--- src/rtl/matmul_pkg.sv ---
// rtl/matmul_pkg.sv - shared widths, defaults and FSM state type for the matmul arbiter
package matmul_pkg;

    localparam int ELEM_W                 = 32;
    localparam int MAT_W                  = 4 * ELEM_W;
    localparam int TIMEOUT_CYCLES_DEFAULT = 64;

    typedef enum logic [1:0] {
        ST_IDLE,
        ST_RUN,
        ST_DRAIN,
        ST_DELIVER
    } arb_state_t;

endpackage

--- src/rtl/matmul_arbiter_if.sv ---
// rtl/matmul_arbiter_if.sv - requester, response and multiplier signals of the arbiter (rsp err with MATMUL_TIMEOUT_EN)
interface matmul_arbiter_if;
    import matmul_pkg::*;

    logic             req0_valid;
    logic             req0_ready;
    logic [MAT_W-1:0] req0_a;
    logic [MAT_W-1:0] req0_b;
    logic             req1_valid;
    logic             req1_ready;
    logic [MAT_W-1:0] req1_a;
    logic [MAT_W-1:0] req1_b;

    logic             rsp0_valid;
    logic             rsp0_ack;
    logic [MAT_W-1:0] rsp0_data;
    logic             rsp1_valid;
    logic             rsp1_ack;
    logic [MAT_W-1:0] rsp1_data;
`ifdef MATMUL_TIMEOUT_EN
    logic             rsp0_err;
    logic             rsp1_err;
`endif

    logic [MAT_W-1:0] mm_in1;
    logic [MAT_W-1:0] mm_in2;
    logic             mm_load;
    logic             mm_out_ack;
    logic [MAT_W-1:0] mm_out;
    logic             mm_out_ready;

    // Arbiter side
    modport slave (
        input  req0_valid, req0_a, req0_b, req1_valid, req1_a, req1_b,
        input  rsp0_ack, rsp1_ack, mm_out, mm_out_ready,
        output req0_ready, req1_ready, rsp0_valid, rsp0_data, rsp1_valid, rsp1_data,
`ifdef MATMUL_TIMEOUT_EN
        output rsp0_err, rsp1_err,
`endif
        output mm_in1, mm_in2, mm_load, mm_out_ack
    );

    // Requesters plus multiplier side
    modport master (
        output req0_valid, req0_a, req0_b, req1_valid, req1_a, req1_b,
        output rsp0_ack, rsp1_ack, mm_out, mm_out_ready,
        input  req0_ready, req1_ready, rsp0_valid, rsp0_data, rsp1_valid, rsp1_data,
`ifdef MATMUL_TIMEOUT_EN
        input  rsp0_err, rsp1_err,
`endif
        input  mm_in1, mm_in2, mm_load, mm_out_ack
    );

endinterface

--- src/rtl/rr_arb2.sv ---
// rtl/rr_arb2.sv - two-way round-robin grant; the requester named by ptr wins a tie
module rr_arb2 (
    input  logic [1:0] valid,
    input  logic       ptr,
    output logic [1:0] grant
);

    always_comb begin
        grant    = 2'b00;
        grant[0] = valid[0] & (~ptr | ~valid[1]);
        grant[1] = valid[1] & ( ptr | ~valid[0]);
    end

endmodule

--- src/rtl/matmul_arbiter.sv ---
// rtl/matmul_arbiter.sv - shares one 2x2 matrix multiplier between two requesters, one job at a time
// Optional MATMUL_TIMEOUT_EN: bounds the wait for mm_out_ready and flags the response with rspN_err.
module matmul_arbiter
    import matmul_pkg::*;
#(
    parameter int TIMEOUT_CYCLES = TIMEOUT_CYCLES_DEFAULT
) (
    input  logic             clk,
    input  logic             rst,
    matmul_arbiter_if.slave  bus
);

    arb_state_t       state;
    arb_state_t       state_nxt;
    logic             ptr;
    logic             gnt_id;
    logic [1:0]       gnt;
    logic             accept;
    logic             rsp_ack_g;
    logic [MAT_W-1:0] result;

    rr_arb2 u_rr_arb2 (
        .valid ({bus.req1_valid, bus.req0_valid}),
        .ptr   (ptr),
        .grant (gnt)
    );

    assign accept    = (state == ST_IDLE) && (|gnt);
    assign rsp_ack_g = gnt_id ? bus.rsp1_ack : bus.rsp0_ack;

`ifdef MATMUL_TIMEOUT_EN
    localparam int CNT_W = $clog2(TIMEOUT_CYCLES + 1);

    logic [CNT_W-1:0] tmo_cnt;
    logic             tmo_fire;
    logic             err_q;

    // A result arriving in the last allowed cycle still wins over the timeout
    assign tmo_fire = (state == ST_RUN) && !bus.mm_out_ready &&
                      (tmo_cnt == CNT_W'(TIMEOUT_CYCLES - 1));

    always_ff @(posedge clk or posedge rst) begin
        if (rst) begin
            tmo_cnt <= '0;
            err_q   <= 1'b0;
        end else begin
            tmo_cnt <= (state == ST_RUN && state_nxt == ST_RUN) ? tmo_cnt + 1'b1 : '0;
            if (accept) begin
                err_q <= 1'b0;
            end else if (tmo_fire) begin
                err_q <= 1'b1;
            end
        end
    end

    assign bus.rsp0_err = bus.rsp0_valid & err_q;
    assign bus.rsp1_err = bus.rsp1_valid & err_q;
`endif

    always_comb begin
        state_nxt      = state;
        bus.req0_ready = 1'b0;
        bus.req1_ready = 1'b0;
        bus.mm_load    = 1'b0;
        bus.mm_out_ack = 1'b0;
        case (state)
            ST_IDLE: begin
                bus.req0_ready = gnt[0];
                bus.req1_ready = gnt[1];
                if (|gnt) begin
                    state_nxt = ST_RUN;
                end
            end
            ST_RUN: begin
                bus.mm_load = 1'b1;
                if (bus.mm_out_ready) begin
                    state_nxt = ST_DRAIN;
                end
`ifdef MATMUL_TIMEOUT_EN
                else if (tmo_fire) begin
                    state_nxt = ST_DELIVER;
                end
`endif
            end
            ST_DRAIN: begin
                bus.mm_out_ack = 1'b1;
                state_nxt      = ST_DELIVER;
            end
            ST_DELIVER: begin
                if (rsp_ack_g) begin
                    state_nxt = ST_IDLE;
                end
            end
            default: state_nxt = ST_IDLE;
        endcase
    end

    always_ff @(posedge clk or posedge rst) begin
        if (rst) begin
            state      <= ST_IDLE;
            ptr        <= 1'b0;
            gnt_id     <= 1'b0;
            bus.mm_in1 <= '0;
            bus.mm_in2 <= '0;
            result     <= '0;
        end else begin
            state <= state_nxt;
            if (accept) begin
                gnt_id     <= gnt[1];
                bus.mm_in1 <= gnt[1] ? bus.req1_a : bus.req0_a;
                bus.mm_in2 <= gnt[1] ? bus.req1_b : bus.req0_b;
            end
            if (state == ST_RUN && bus.mm_out_ready) begin
                result <= bus.mm_out;
            end
`ifdef MATMUL_TIMEOUT_EN
            else if (tmo_fire) begin
                result <= '0;
            end
`endif
            // The pointer moves only once a response has actually been consumed
            if (state == ST_DELIVER && rsp_ack_g) begin
                ptr <= ~gnt_id;
            end
        end
    end

    assign bus.rsp0_valid = (state == ST_DELIVER) && !gnt_id;
    assign bus.rsp1_valid = (state == ST_DELIVER) &&  gnt_id;
    assign bus.rsp0_data  = bus.rsp0_valid ? result : '0;
    assign bus.rsp1_data  = bus.rsp1_valid ? result : '0;

endmodule

--- src/flat_wrapper.sv ---
// flat-port wrapper written by rule: the top's interface ports become plain ports
module matmul_arbiter_flat import matmul_pkg::*;
#(
    parameter int TIMEOUT_CYCLES = TIMEOUT_CYCLES_DEFAULT
)
  (clk, rst, bus_req0_valid, bus_req0_a, bus_req0_b, bus_req1_valid, bus_req1_a, bus_req1_b, bus_rsp0_ack, bus_rsp1_ack, bus_mm_out, bus_mm_out_ready, bus_req0_ready, bus_req1_ready, bus_rsp0_valid, bus_rsp0_data, bus_rsp1_valid, bus_rsp1_data, bus_mm_in1, bus_mm_in2, bus_mm_load, bus_mm_out_ack);
  matmul_arbiter_if bus_i ();
  input  logic clk;
  input  logic rst;
  input wire logic [$bits(bus_i.req0_valid)-1:0] bus_req0_valid;
  input wire logic [$bits(bus_i.req0_a)-1:0] bus_req0_a;
  input wire logic [$bits(bus_i.req0_b)-1:0] bus_req0_b;
  input wire logic [$bits(bus_i.req1_valid)-1:0] bus_req1_valid;
  input wire logic [$bits(bus_i.req1_a)-1:0] bus_req1_a;
  input wire logic [$bits(bus_i.req1_b)-1:0] bus_req1_b;
  input wire logic [$bits(bus_i.rsp0_ack)-1:0] bus_rsp0_ack;
  input wire logic [$bits(bus_i.rsp1_ack)-1:0] bus_rsp1_ack;
  input wire logic [$bits(bus_i.mm_out)-1:0] bus_mm_out;
  input wire logic [$bits(bus_i.mm_out_ready)-1:0] bus_mm_out_ready;
  output wire logic [$bits(bus_i.req0_ready)-1:0] bus_req0_ready;
  output wire logic [$bits(bus_i.req1_ready)-1:0] bus_req1_ready;
  output wire logic [$bits(bus_i.rsp0_valid)-1:0] bus_rsp0_valid;
  output wire logic [$bits(bus_i.rsp0_data)-1:0] bus_rsp0_data;
  output wire logic [$bits(bus_i.rsp1_valid)-1:0] bus_rsp1_valid;
  output wire logic [$bits(bus_i.rsp1_data)-1:0] bus_rsp1_data;
  output wire logic [$bits(bus_i.mm_in1)-1:0] bus_mm_in1;
  output wire logic [$bits(bus_i.mm_in2)-1:0] bus_mm_in2;
  output wire logic [$bits(bus_i.mm_load)-1:0] bus_mm_load;
  output wire logic [$bits(bus_i.mm_out_ack)-1:0] bus_mm_out_ack;
  assign bus_i.req0_valid = bus_req0_valid;
  assign bus_i.req0_a = bus_req0_a;
  assign bus_i.req0_b = bus_req0_b;
  assign bus_i.req1_valid = bus_req1_valid;
  assign bus_i.req1_a = bus_req1_a;
  assign bus_i.req1_b = bus_req1_b;
  assign bus_i.rsp0_ack = bus_rsp0_ack;
  assign bus_i.rsp1_ack = bus_rsp1_ack;
  assign bus_i.mm_out = bus_mm_out;
  assign bus_i.mm_out_ready = bus_mm_out_ready;
  assign bus_req0_ready = bus_i.req0_ready;
  assign bus_req1_ready = bus_i.req1_ready;
  assign bus_rsp0_valid = bus_i.rsp0_valid;
  assign bus_rsp0_data = bus_i.rsp0_data;
  assign bus_rsp1_valid = bus_i.rsp1_valid;
  assign bus_rsp1_data = bus_i.rsp1_data;
  assign bus_mm_in1 = bus_i.mm_in1;
  assign bus_mm_in2 = bus_i.mm_in2;
  assign bus_mm_load = bus_i.mm_load;
  assign bus_mm_out_ack = bus_i.mm_out_ack;
  matmul_arbiter #(.TIMEOUT_CYCLES(TIMEOUT_CYCLES)) u_core (.clk(clk), .rst(rst), .bus(bus_i));
endmodule
--- config.mk ---
export PLATFORM = sky130hd
export DESIGN_NAME = matmul_arbiter_flat
export DESIGN_NICKNAME = d
export VERILOG_FILES = /design/src/rtl/matmul_pkg.sv /design/src/rtl/matmul_arbiter_if.sv /design/src/rtl/rr_arb2.sv /design/src/rtl/matmul_arbiter.sv /design/src/flat_wrapper.sv
export SDC_FILE = /design/constraint.sdc
export NUM_CORES = 1
export LEC_CHECK = 0
export ABC_CLOCK_PERIOD_IN_PS = 30000
export BUFFER_PORTS_ARGS = -buffer_cell sky130_fd_sc_hd__clkbuf_2
export CAP_MARGIN = 20
export CORE_AREA = 3 3 453 455
export CTS_CLUSTER_DIAMETER = 120
export DETAILED_ROUTE_END_ITERATION = 10
export DIE_AREA = 0 0 456 458
export PLACE_DENSITY = 0.31
export SLEW_MARGIN = 5
export SYNTH_ARGS = -nofsm -noshare
export SYNTH_HDL_FRONTEND = slang
export SYNTH_SLANG_ARGS = --single-unit
--- constraint.sdc ---
create_clock -name clk -period 30 [get_ports clk]
set_clock_uncertainty 0.2 [all_clocks]
set_input_delay 1.5 -clock clk [delete_from_list [all_inputs] [get_ports clk]]
set_output_delay 1.5 -clock clk [all_outputs]
set_load 0.03 [all_outputs]
; ---- Word-level counts from Yosys, hierarchy flattened
; Cells that the tools add are included.
[totals]
inputBits = 647
ram_bits = 0
latchBits = 0
mem_count = 0
reg_bits = 388
mem_bits_ro = 0
output_inout_bits = 518
[op_classes]
multipliers = 0
magnitude_cmp = 0
n_eq_ne = 6
mux = 13
bitwise = 8
shifts = 0
addsub = 0
div = 0
n_reduce_logical = 9
[ops]
columns = op, n
row1 = 128-bit 2-to-1 mux, 4
row2 = 2-bit one-hot mux with 4 select lines, 1
row3 = 2-bit 2-to-1 mux, 3
row4 = 1-bit logical AND, 5
row5 = 1-bit 2-to-1 mux, 5
row6 = 2-bit equality test (second input constant), 2
row7 = 2-bit != test (second input constant), 2
row8 = 1-bit NOT, 4
row9 = 3-bit AND reduction, 1
row10 = 1-bit bitwise AND, 2
row11 = 2-bit by 1-bit equality test with 1-bit output (second input constant), 1
row12 = 2-bit logical NOT, 1
row13 = 2-bit by 1-bit != test with 1-bit output (second input constant), 1
row14 = 1-bit bitwise OR, 2
row15 = 2-bit OR reduction, 1
row16 = 1-bit logical NOT, 1

; ---- Depth between registers and ports, before layout
; Gate-level depths: netlist of the first run.
[logic_depth]
ltp_word = 6
mapped_depth = 8
depth_no_buf = 5

; ---- By module
; A second synthesis of the first run with hierarchy kept.
[unflattened]
hier_cells = 1713
hier_area_um2 = 18534.0
[modules_own_cells]
columns = mod, n_inst, seq_area_each_um2, cells_per_inst, area_per_inst_um2
row1 = matmul_arbiter, 1, 9709.3, 1710, 18515.3
row2 = rr_arb2, 1, 0.0, 3, 18.8

; ---- Worst setup path after synthesis of the first run
; Ideal clock, no wire load.
[synth_timing]
path_type = input-to-output
from = in bus_req1_valid
to = out bus_req0_ready
path_stages = 3
path_slack_ps = 25971
arrival_ps = 2329
cell_sequence = buf_4 -> buf_2 -> a21oi_1
[synth_via]
elab_chain_len = 4
[synth_rtl]
columns = element, line
row1 = "start, declared", flat_wrapper.sv:13  ; input wire logic [$bits(bus_i.req1_valid)-1:0] bus_req1_valid;
row2 = 1-bit NOT, rr_arb2.sv:10  ; grant[0] = valid[0] & (~ptr | ~valid[1]);
row3 = 1-bit bitwise OR, rr_arb2.sv:10
row4 = 1-bit bitwise AND, rr_arb2.sv:10
row5 = 1-bit 2-to-1 mux, matmul_arbiter.sv:66  ; case (state)
row6 = "end, declared", flat_wrapper.sv:20  ; output wire logic [$bits(bus_i.req0_ready)-1:0] bus_req0_ready;
; No other way between the ends.

; ---- Worst setup path in the final report of the first run
[layout_timing]
from = reg u_core.state[1]
to = out bus_rsp0_data[0]
[layout_via]
elab_chain_len = 3
[layout_rtl]
columns = element, line
row1 = "start, declared", matmul_arbiter.sv:13  ; arb_state_t state;
row2 = "start signal, assigned", matmul_arbiter.sv:107  ; state <= state_nxt;
row3 = 2-bit equality test, matmul_arbiter.sv:128  ; assign bus.rsp0_valid = (state == ST_DELIVER) && !gnt_id;
row4 = 1-bit logical AND, matmul_arbiter.sv:128
row5 = 128-bit 2-to-1 mux, matmul_arbiter.sv:130  ; assign bus.rsp0_data = bus.rsp0_valid ? result : '0;
row6 = "end, declared", flat_wrapper.sv:23  ; output wire logic [$bits(bus_i.rsp0_data)-1:0] bus_rsp0_data;
; No other way between the ends.

==> flow_summary.toml, run 1 <==
[run_status]
status = "finished clean"

[clock_network]
root_buffer = "clkbuf_16"
clk_pin_slew_ns = 0.06
htree_levels = 2
cts-buffers-inserted = 56
tritoncts = "done"
clock-sinks = 388
cts_hold_buf = 0
clock_latency_ns = 0.67
cts.path.max_buffers = 3
postCtsResizedCells = 0
cts_setup_buffers = 0

[synthesis]
synth_edf_count = 0
netlist_instances = 2055
ys.flop_type = "dfrtp_1"
yosys-top-cells-count = "dfrtp_1 (388), nor2_1 (258), a31oi_1 (256), nand3_1 (256), o21ai_0 (250)"
synth-seq-cells = 388
synth_top_area_share_pct = 50.8
ys_types = 26
yosysTopAreaCell = "dfrtp_1"
yosysMostFrequentCell = "dfrtp_1"
synth-seq-area-share_pct = 50.8
netlist_top_cells_area = "dfrtp_1 (51%), a31oi_1 (8.4%), mux2_2 (7.5%)"
syn-num-nets = 2707
syn_area_per_cell_um2 = 9.31
yosysWarnings = 0
syn_area_mm2 = 0.0191
async_reset_ff_share_pct = 100

[hold_path]
min_path_type = "reg -> reg"

[place]
dpl_worst_slack_ns = 24.37
portBuffers = 1164
hpwl_um = 109000
dp_cells = 5690
gp_congestion = 0.874
dpl-instance-area_mm2 = 0.0276

[floorplanning]
pin_count = 1165
die_area_mm2 = 0.209
rows = 165
die_h_um = 458
initial_core_util_pct = 9.48
die_w_um = 456
core_mm2 = 0.202

[sta]
setup_viol = 0
worst_slack_ns = 24.56
rsz0062_at_grt = "false"
worst_hold_slack_ns = 0.316
max_freq_mhz = 184
max-slew-margin-rel_pct = 32.1
worst_pin_slew_ns = 1.02
finalSetupTns_ns = 0
hold_viol = 0
slew_viol_final = 0
post-route-period-util_pct = 18.1
min_period_ns = 5.44

[worst_setup_path]
required_ns = 28.30
path_delay_family = "buffers and inverters"
crit_chain = "ha_4, nor2b_4, buf_4, and2_1, clkbuf_2"
critPathCaptureType = "output port"
timing.critical_path.from_type = "register"
critPathKind = "reg -> out"
critPathMaxFanout = 101
critPathMaxStageDelay_ns = 0.80
cpMaxStageDelayCell = "buf_4"
cp_num_buf_inv = 2
worstPathArrival_ns = 3.74

[drt]
finalWirelength_um = 138000
drt_pre_antenna_iters = 5
ant_nets = 0
via_per_inst = 3.55
drc = 0
wl_per_cell_um = 23.8
drt_iter0_drc = 1229
vias = 20600

[cells_and_area]
drive_gt1_share_pct = 45.4
fin_area_mm2 = 0.0294
fin_nets = 3728
nFillCells = 23200
instances_no_fill = 5798
area_growth_pct = 53.8

[power_and_ir_drop]
leakagePower_nw = 13.7
ir_drop_mv = 0.0527
p_per_area_mw_per_mm2 = 114

[global_route]
grt-ovfl-total = 0
grt_antenna_before_repair = 55
grt_max_degree = 184
track_usage_pct = 12.6
grt_pass1_vias = 20700
grt_pass1_wl_um = 185000

[job]
cap_viol_max_count = 0
[flip-flops by register name, summed over array words and instances (netlist names)]
| signal | cells |
|---|---|
| u_core.bus.mm_in1 | 128 |
| u_core.bus.mm_in2 | 128 |
| u_core.result | 128 |
| u_core.state | 2 |
| u_core.gnt_id | 1 |
| u_core.ptr | 1 |
[per-layer routing]
metal	global-route usage, %	vias up	part of all wire, %
met3	3.38	156	6.6
li1	-	9367	-
met4	1.93	20	1.5
met2	22.2	830	50
met1	15.6	10200	42
met5	0	-	0.094
[layout make-up]
type                            instances  area, um^2  area share [%]
Clock inverter                         17         178           0.604
Clock buffer                           85        1670            5.68
Timing Repair Buffer                 1191        6060            20.6
Tap cell                             2672        3340            11.4
Sequential cell                       388        9710            33.0
Antenna cell                            6        15.0          0.0510
Multi-Input combinational cell       1433        8400            28.6
Inverter                                6        35.0           0.119
[logic make-up after synthesis]
kind of cell,Yosys count,share of synthesized area [%]
muxes,131,7.70
DFF,388,50.8
AOI/OAI and AO/OA,518,15.3
buffers and inverters,234,5.55
and+or+nand+nor,779,20.4
adders and majority gates,5,0.327
[power by group]
group | internal [W] | total [W] | switching, W | leakage (nW)
clock network | 0.000393 | 0.000680 | 0.000287 | 0.911
registers | 0.000795 | 0.00103 | 0.000233 | 4.41
logic | 0.000474 | 0.00163 | 0.00116 | 8.41
total | 0.00166 | 0.00334 | 0.00168 | 13.7
[per-stage QoR]
| stage | power, W | utilization, % |
|---|---|---|
| floorplan | 0.00202 | - |
| global placement | 0.00270 | 13.7 |
| detailed placement | 0.00270 | 13.7 |
| CTS | 0.00341 | 14.6 |
| global route | 0.00354 | 14.6 |
| finish | 0.00334 | 14.6 |
[final timing paths]
| kind | startpoint | end | slack (ns) | cells after the start |
|---|---|---|---|---|
| setup / recovery | u_core.state[1]$_DFFE_PP0P_ | bus_rsp0_data[0] | 24.56 | 5 |
| hold / removal | u_core.result[77]$_DFFE_PP0P_ | u_core.result[77]$_DFFE_PP0P_ | 0.32 | 1 |
| setup reg to reg | u_core.ptr$_DFFE_PP0P_ | u_core.bus.mm_in1[94]$_DFFE_PP0P_ | 25.59 | 6 |
| hold reg to reg | u_core.result[77]$_DFFE_PP0P_ | u_core.result[77]$_DFFE_PP0P_ | 0.32 | 1 |
| max in group asynchronous | rst | u_core.bus.mm_in1[70]$_DFFE_PP0P_ | 25.33 | 6 |
| min in group asynchronous | rst | u_core.bus.mm_in2[52]$_DFFE_PP0P_ | 0.77 | 2 |
[cells in the final DEF (no fill, tap or decap), types with 4 or more instances in the layout]
cell type | netlist | routed
clkbuf_2 | 0 | 1163
dfrtp_1 | 388 | 387
nor2_1 | 258 | 258
nand3_1 | 256 | 256
a31oi_1 | 256 | 256
o21ai_0 | 250 | 250
and3_1 | 129 | 129
and2_1 | 129 | 129
mux2_2 | 128 | 128
clkbuf_16 | 0 | 56
buf_4 | 20 | 25
clkbuf_8 | 0 | 16
clkbuf_1 | 114 | 13
clkinv_2 | 0 | 9
o21ai_1 | 7 | 7
diode_2 | 0 | 6
inv_1 | 5 | 4
inv_6 | 0 | 4
ha_1 | 5 | 4
Power figures use the tool's default switching activity.
==> inputs of run 2 (changes only) <==
--- a/config.mk
+++ b/config.mk
@@ -5,14 +5,14 @@
 export SDC_FILE = /design/constraint.sdc
 export NUM_CORES = 1
 export LEC_CHECK = 0
-export ABC_CLOCK_PERIOD_IN_PS = 30000
+export ABC_CLOCK_PERIOD_IN_PS = 5000
 export BUFFER_PORTS_ARGS = -buffer_cell sky130_fd_sc_hd__clkbuf_2
 export CAP_MARGIN = 20
-export CORE_AREA = 3 3 453 455
+export CORE_AREA = 3 3 449 451
 export CTS_CLUSTER_DIAMETER = 120
 export DETAILED_ROUTE_END_ITERATION = 10
-export DIE_AREA = 0 0 456 458
-export PLACE_DENSITY = 0.31
+export DIE_AREA = 0 0 452 454
+export PLACE_DENSITY = 0.32
 export SLEW_MARGIN = 5
 export SYNTH_ARGS = -nofsm -noshare
 export SYNTH_HDL_FRONTEND = slang
==> constraint.sdc (replaced) <==
create_clock -name clk -period 5 [get_ports clk]
set_clock_uncertainty 0.2 [all_clocks]
set_input_delay 0.25 -clock clk [delete_from_list [all_inputs] [get_ports clk]]
set_output_delay 0.25 -clock clk [all_outputs]
set_load 0.03 [all_outputs]
==> run 2 against run 1 <==
Net effect:
- sequential share of layout area shrank 6.3 points
- critical endpoint is now u_core.bus.mm_in2[97]$_DFFE_PP0P_
- non-clock buffer count is 690 higher
- critical path depth is 1 higher
- final area increased by 23%
- die area down 1.7%
==> flow_summary.toml, run 2 (synthesized netlist as in run 1, its figures left out) <==
[clock_network]
htree_levels = 2
cts.path.max_buffers = 3
tritoncts = "done"
cts-buffers-inserted = 53
postCtsResizedCells = 0
clock_latency_ns = 0.65
clk_pin_slew_ns = 0.06
root_buffer = "clkbuf_16"
clock-sinks = 388
cts_setup_buffers = 0
cts_hold_buf = 669

[worst_setup_path]
worstPathArrival_ns = 3.91
cp_num_buf_inv = 3
critPathMaxFanout = 55
crit_chain = "nand2b_4, buf_4, nand3_1, dlygate4sd3_1, a31oi_1, dlygate4sd3_1"
required_ns = 5.38
critPathKind = "reg -> reg"
path_delay_family = "buffers and inverters"
cpMaxStageDelayCell = "nand2b_4"
crit_top_cell = "dlygate4sd3_1"
critPathCaptureType = "register"
critPathMaxStageDelay_ns = 0.80
timing.critical_path.from_type = "register"

[sta]
post-route-period-util_pct = 70.7
hold_viol = 0
max-slew-margin-rel_pct = 29.0
setup_viol = 0
rsz0062_at_grt = "false"
max_freq_mhz = 283
slew_viol_final = 0
worst_pin_slew_ns = 1.07
min_period_ns = 3.53

[floorplanning]
pin_count = 1165
die_h_um = 454
core_mm2 = 0.198
die_w_um = 452
initial_core_util_pct = 9.68
die_area_mm2 = 0.205
rows = 163

[cells_and_area]
drive_gt1_share_pct = 37.7
utilization_pct = 18.4
area_growth_pct = 89.9
nFillCells = 22400
layout_commonest_cell = "clkbuf_2"
fin_nets = 4415
regArea_mm2 = 0.00971
multi_input_area_mm2 = 0.00840
top_regs = "u_core.bus.mm_in1: 128 flops, u_core.bus.mm_in2: 128 flops, u_core.result: 128 flops"
final_cell_mix = "clkbuf_2 (1163), dlygate4sd3_1 (669), dfrtp_1 (387), nor2_1 (258)"
fin_area_mm2 = 0.0363

[power_and_ir_drop]
p_switching_w = 0.0102
p_clk_share_pct = 18.0
leakagePower_nw = 16.5
total_power_w = 0.0222
netSwitchingFraction_pct = 46.1
seqPwrFrac_pct = 28.0
p_int_w = 0.0120
ir_drop_mv = 0.287
comb_power_share_pct = 54.0
p_per_area_mw_per_mm2 = 611

[global_route]
grt_max_degree = 121
grt_pass1_wl_um = 176000
grt_pass1_vias = 24100
grt_antenna_before_repair = 31
track_usage_pct = 11.6
grt-ovfl-total = 0

[place]
portBuffers = 1164
gp_congestion = 0.871
hpwl_um = 94500
dpl-instance-area_mm2 = 0.0278

[drt]
drt_pre_antenna_iters = 5
drt_iter0_drc = 1243
wl_per_cell_um = 19.4
via_per_inst = 3.59
ant_nets = 0
drc = 0
finalWirelength_um = 126000
vias = 23200

[run_status]
status = "finished clean"

[job]
cap_viol_max_count = 0

[hold_path]
min_path_type = "in -> async"
[run 2: changes by cell type in the layout (fill, tap and decap cells not counted), sizes merged]
cell         delta
dlygate4sd3   +669
bufinv          +2
buf            +21
inv             -3
clkinvlp        +1
diode          +12
clkinv          -1
clkbuf          -5
[run 2: worst paths after layout]
kind,slack [ns],end,from,cells after the start
worst max-delay path,1.47,u_core.bus.mm_in2[97]$_DFFE_PP0P_,u_core.ptr$_DFFE_PP0P_,6
worst min-delay path,0.12,u_core.result[73]$_DFFE_PP0P_,rst,3
worst max register to register,1.47,u_core.bus.mm_in2[97]$_DFFE_PP0P_,u_core.ptr$_DFFE_PP0P_,6
worst min register to register,0.32,u_core.result[46]$_DFFE_PP0P_,u_core.result[46]$_DFFE_PP0P_,1
max in group asynchronous,3.15,u_core.bus.mm_in2[117]$_DFFE_PP0P_,rst,4
min in group clk,0.18,u_core.result[124]$_DFFE_PP0P_,bus_mm_out[124],3
[run 2: stage by stage]
| step | setup WS [ns] | hold slack (ns) | cells | TNS (ns) |
|---|---|---|---|---|
| after floorplan | -0.668 | 0.201 | 2055 | -259.15 |
| after CTS | 1.40 | 0.0856 | 6444 | 0 |
| after global placement | 2.23 | 0.250 | 5679 | 0 |
| after global routing | 1.29 | 0.110 | 6450 | 0 |
| after detailed placement | 2.17 | 0.248 | 5679 | 0 |
| final | 1.47 | 0.123 | 6462 | 0 |
[run 2: worst min-delay path: cells and delay by family]
kind | cells | cell delay, ns
buffers and inverters | 3 | 1.17
[run 2: cell type report]
type                    instances  area share, %
multi-input cells            1433           23.1
diodes                         18          0.124
repair buffers               1881           35.9
well taps                    2640           9.09
inverters                       6         0.0930
flip-flops and latches        388           26.7
clock inverters                16          0.527
clock buffers                  80           4.40
[run 2: power groups by stage]
| stage | Combinational [W] | Clock [W] | Sequential [W] |
|---|---|---|---|
| 4_1_cts | 0.0121 | 0.00419 | 0.00625 |
| 2_1_floorplan | 0.00450 | 0 | 0.00761 |
| 5_1_grt | 0.0129 | 0.00429 | 0.00640 |
| 3_3_place_gp | 0.00982 | 0 | 0.00630 |
| 3_5_place_dp | 0.00984 | 0 | 0.00629 |
| 6_report | 0.0120 | 0.00399 | 0.00622 |
[run 2: routing by layer]
metal	vias up	GRT usage, %	wire length, um
li1	10800	-	-
met4	24	4.37	4430
met2	826	21.0	64700
met5	-	0	161
met3	165	2.97	7920
met1	11400	13.1	48300
==> inputs of run 3 (changes only) <==
--- a/config.mk
+++ b/config.mk
@@ -5,14 +5,14 @@
 export SDC_FILE = /design/constraint.sdc
 export NUM_CORES = 1
 export LEC_CHECK = 0
-export ABC_CLOCK_PERIOD_IN_PS = 5000
+export ABC_CLOCK_PERIOD_IN_PS = 3500
 export BUFFER_PORTS_ARGS = -buffer_cell sky130_fd_sc_hd__clkbuf_2
 export CAP_MARGIN = 20
-export CORE_AREA = 3 3 449 451
+export CORE_AREA = 3 3 454 456
 export CTS_CLUSTER_DIAMETER = 120
 export DETAILED_ROUTE_END_ITERATION = 10
-export DIE_AREA = 0 0 452 454
-export PLACE_DENSITY = 0.32
+export DIE_AREA = 0 0 457 459
+export PLACE_DENSITY = 0.3
 export SLEW_MARGIN = 5
 export SYNTH_ARGS = -nofsm -noshare
 export SYNTH_HDL_FRONTEND = slang
==> constraint.sdc (replaced) <==
create_clock -name clk -period 3.5 [get_ports clk]
set_clock_uncertainty 0.2 [all_clocks]
set_input_delay 0.175 -clock clk [delete_from_list [all_inputs] [get_ports clk]]
set_output_delay 0.175 -clock clk [all_outputs]
set_load 0.03 [all_outputs]
==> run 3 against run 2 <==
Net effect:
- critical path depth is 1 lower
- core utilization is 0.051 points higher
- cell count is 1.7% higher
- highest routed layer unchanged
- global-route usage is 1.9 points higher
- combinational power is 49% higher
- sequential power is 45% higher
==> flow_summary.toml, run 3 (synthesized netlist as in run 1, its figures left out) <==
[clock_network]
cts.path.max_buffers = 3
cts-buffers-inserted = 57
cts_setup_buffers = 0
root_buffer = "clkbuf_16"
clock-sinks = 388
clk_pin_slew_ns = 0.06
tritoncts = "done"
htree_levels = 2
cts_hold_buf = 720
postCtsResizedCells = 0
clock_latency_ns = 0.67

[place]
gp_congestion = 0.829
dp_cells = 5733
hpwl_um = 117000
portBuffers = 1164
dpl-instance-area_mm2 = 0.0281

[hold_path]
hp-start = "bus_mm_out[21]"
min_path_type = "in -> reg"
min_delay_path_depth = 3
holdPathEnd = "u_core.result[21]$_DFFE_PP0P_"

[power_and_ir_drop]
seqPwrFrac_pct = 27.5
comb_power_share_pct = 54.5
p_per_area_mw_per_mm2 = 880
p_int_w = 0.0175
p_clk_share_pct = 18.0
netSwitchingFraction_pct = 46.6
ir_drop_mv = 0.411
leakagePower_nw = 16.9
p_switching_w = 0.0153

[cells_and_area]
final_cell_mix = "clkbuf_2 (1163), dlygate4sd3_1 (720), dfrtp_1 (387), nor2_1 (258)"
nFillCells = 23000
regArea_mm2 = 0.00971
fin_nets = 4492
utilization_pct = 18.4
instances_no_fill = 6570
drive_gt1_share_pct = 37.5
layout_commonest_cell = "clkbuf_2"
multi_input_area_mm2 = 0.00840
fin_area_mm2 = 0.0373
top_regs = "u_core.bus.mm_in1: 128 flops, u_core.bus.mm_in2: 128 flops, u_core.result: 128 flops"
area_growth_pct = 94.8

[global_route]
grt_pass1_wl_um = 203000
grt_max_degree = 106
grt_pass1_vias = 24900
track_usage_pct = 13.5
grt-ovfl-total = 0
grt_antenna_before_repair = 52

[floorplanning]
core_mm2 = 0.202
pin_count = 1165
die_w_um = 457
die_area_mm2 = 0.210
rows = 165
die_h_um = 459
initial_core_util_pct = 9.46

[sta]
max_freq_mhz = 304
worst_pin_slew_ns = 0.838
slew_viol_final = 0
rsz0062_at_grt = "false"
min_period_ns = 3.29
setup_viol = 0
hold_viol = 0
post-route-period-util_pct = 94.1
max-slew-margin-rel_pct = 43.5

[drt]
via_per_inst = 3.61
ant_nets = 0
wl_per_cell_um = 22.5
drc = 0
vias = 23700
drt_pre_antenna_iters = 5
finalWirelength_um = 148000
drt_iter0_drc = 1112

[worst_setup_path]
critPathCaptureType = "output port"
worstPathArrival_ns = 2.92
critPathMaxFanout = 68
r2r-start = "u_core.ptr$_DFFE_PP0P_"
r2r_cells = 6
required_ns = 3.12
reg2reg_setup_slack_ns = 0.41
critPathKind = "reg -> out"
r2r-end = "u_core.bus.mm_in2[87]$_DFFE_PP0P_"
timing.critical_path.from_type = "register"

[job]
cap_viol_max_count = 0

[run_status]
status = "finished clean"
==> run 3: cell types whose count changed in the layout (fill, tap and decap cells not counted), sizes merged <==
cell         change
buf             +22
diode            -6
clkbuf           +6
inv              +3
dlygate4sd3     +51
==> run 3: power groups by stage <==
stage | clock network, W | registers, W | logic [W]
2_1_floorplan | 0 | 0.0109 | 0.00642
3_3_place_gp | 0 | 0.00916 | 0.0146
3_5_place_dp | 0 | 0.00916 | 0.0146
4_1_cts | 0.00621 | 0.00910 | 0.0180
5_1_grt | 0.00637 | 0.00928 | 0.0192
6_report | 0.00591 | 0.00900 | 0.0179
==> run 3: cell type report <==
class | instances | area share, %
Timing Repair Buffer | 1954 | 37.2
Antenna cell | 12 | 0.0806
Inverter | 6 | 0.0907
Multi-Input combinational cell | 1433 | 22.6
Tap cell | 2672 | 8.97
Sequential cell | 388 | 26.1
Clock buffer | 86 | 4.44
Clock inverter | 19 | 0.631
==> run 3: worst max path at each step <==
stage               cells after the start                   startpoint                          endpoint
CTS                                     5  u_core.state[0]$_DFFE_PP0P_                 bus_rsp1_data[73]
floorplan                               1                          rst  u_core.bus.mm_in1[0]$_DFFE_PP0P_
global placement                        5  u_core.state[1]$_DFFE_PP0P_                 bus_rsp1_data[69]
detailed placement                      5  u_core.state[1]$_DFFE_PP0P_                 bus_rsp1_data[73]
finish                                  5  u_core.state[0]$_DFFE_PP0P_                 bus_rsp1_data[77]
global route                            5  u_core.state[0]$_DFFE_PP0P_                 bus_rsp1_data[77]
==> run 3: through the flow <==
stage	hold WS, ns	power, W	worst slack, ns	TNS, ns
global route	0.0306	0.0348	0.0133	0
detailed placement	0.184	0.0237	0.901	0
floorplan	0.126	0.0173	-2.09	-812.05
finish	0.0910	0.0328	0.206	0
global placement	0.192	0.0237	0.976	0
CTS	0.000207	0.0333	0.110	0
==> run 3: layer usage <==
metal / vias to the layer above / share of wire, % / GRT usage, %
met5: - / 0.18 / 0
met4: 34 / 2.3 / 3.62
met3: 164 / 7.5 / 4.08
met2: 991 / 50 / 24.1
met1: 11600 / 40 / 15.7
li1: 10900 / - / -
==> run 3: worst max-delay path, cell delays in order (launching register included) <==
cell and delay, ns:
dfrtp_1 0.41, ha_4 0.24, buf_4 0.42, buf_4 0.60, and3_1 0.26, clkbuf_2 0.21
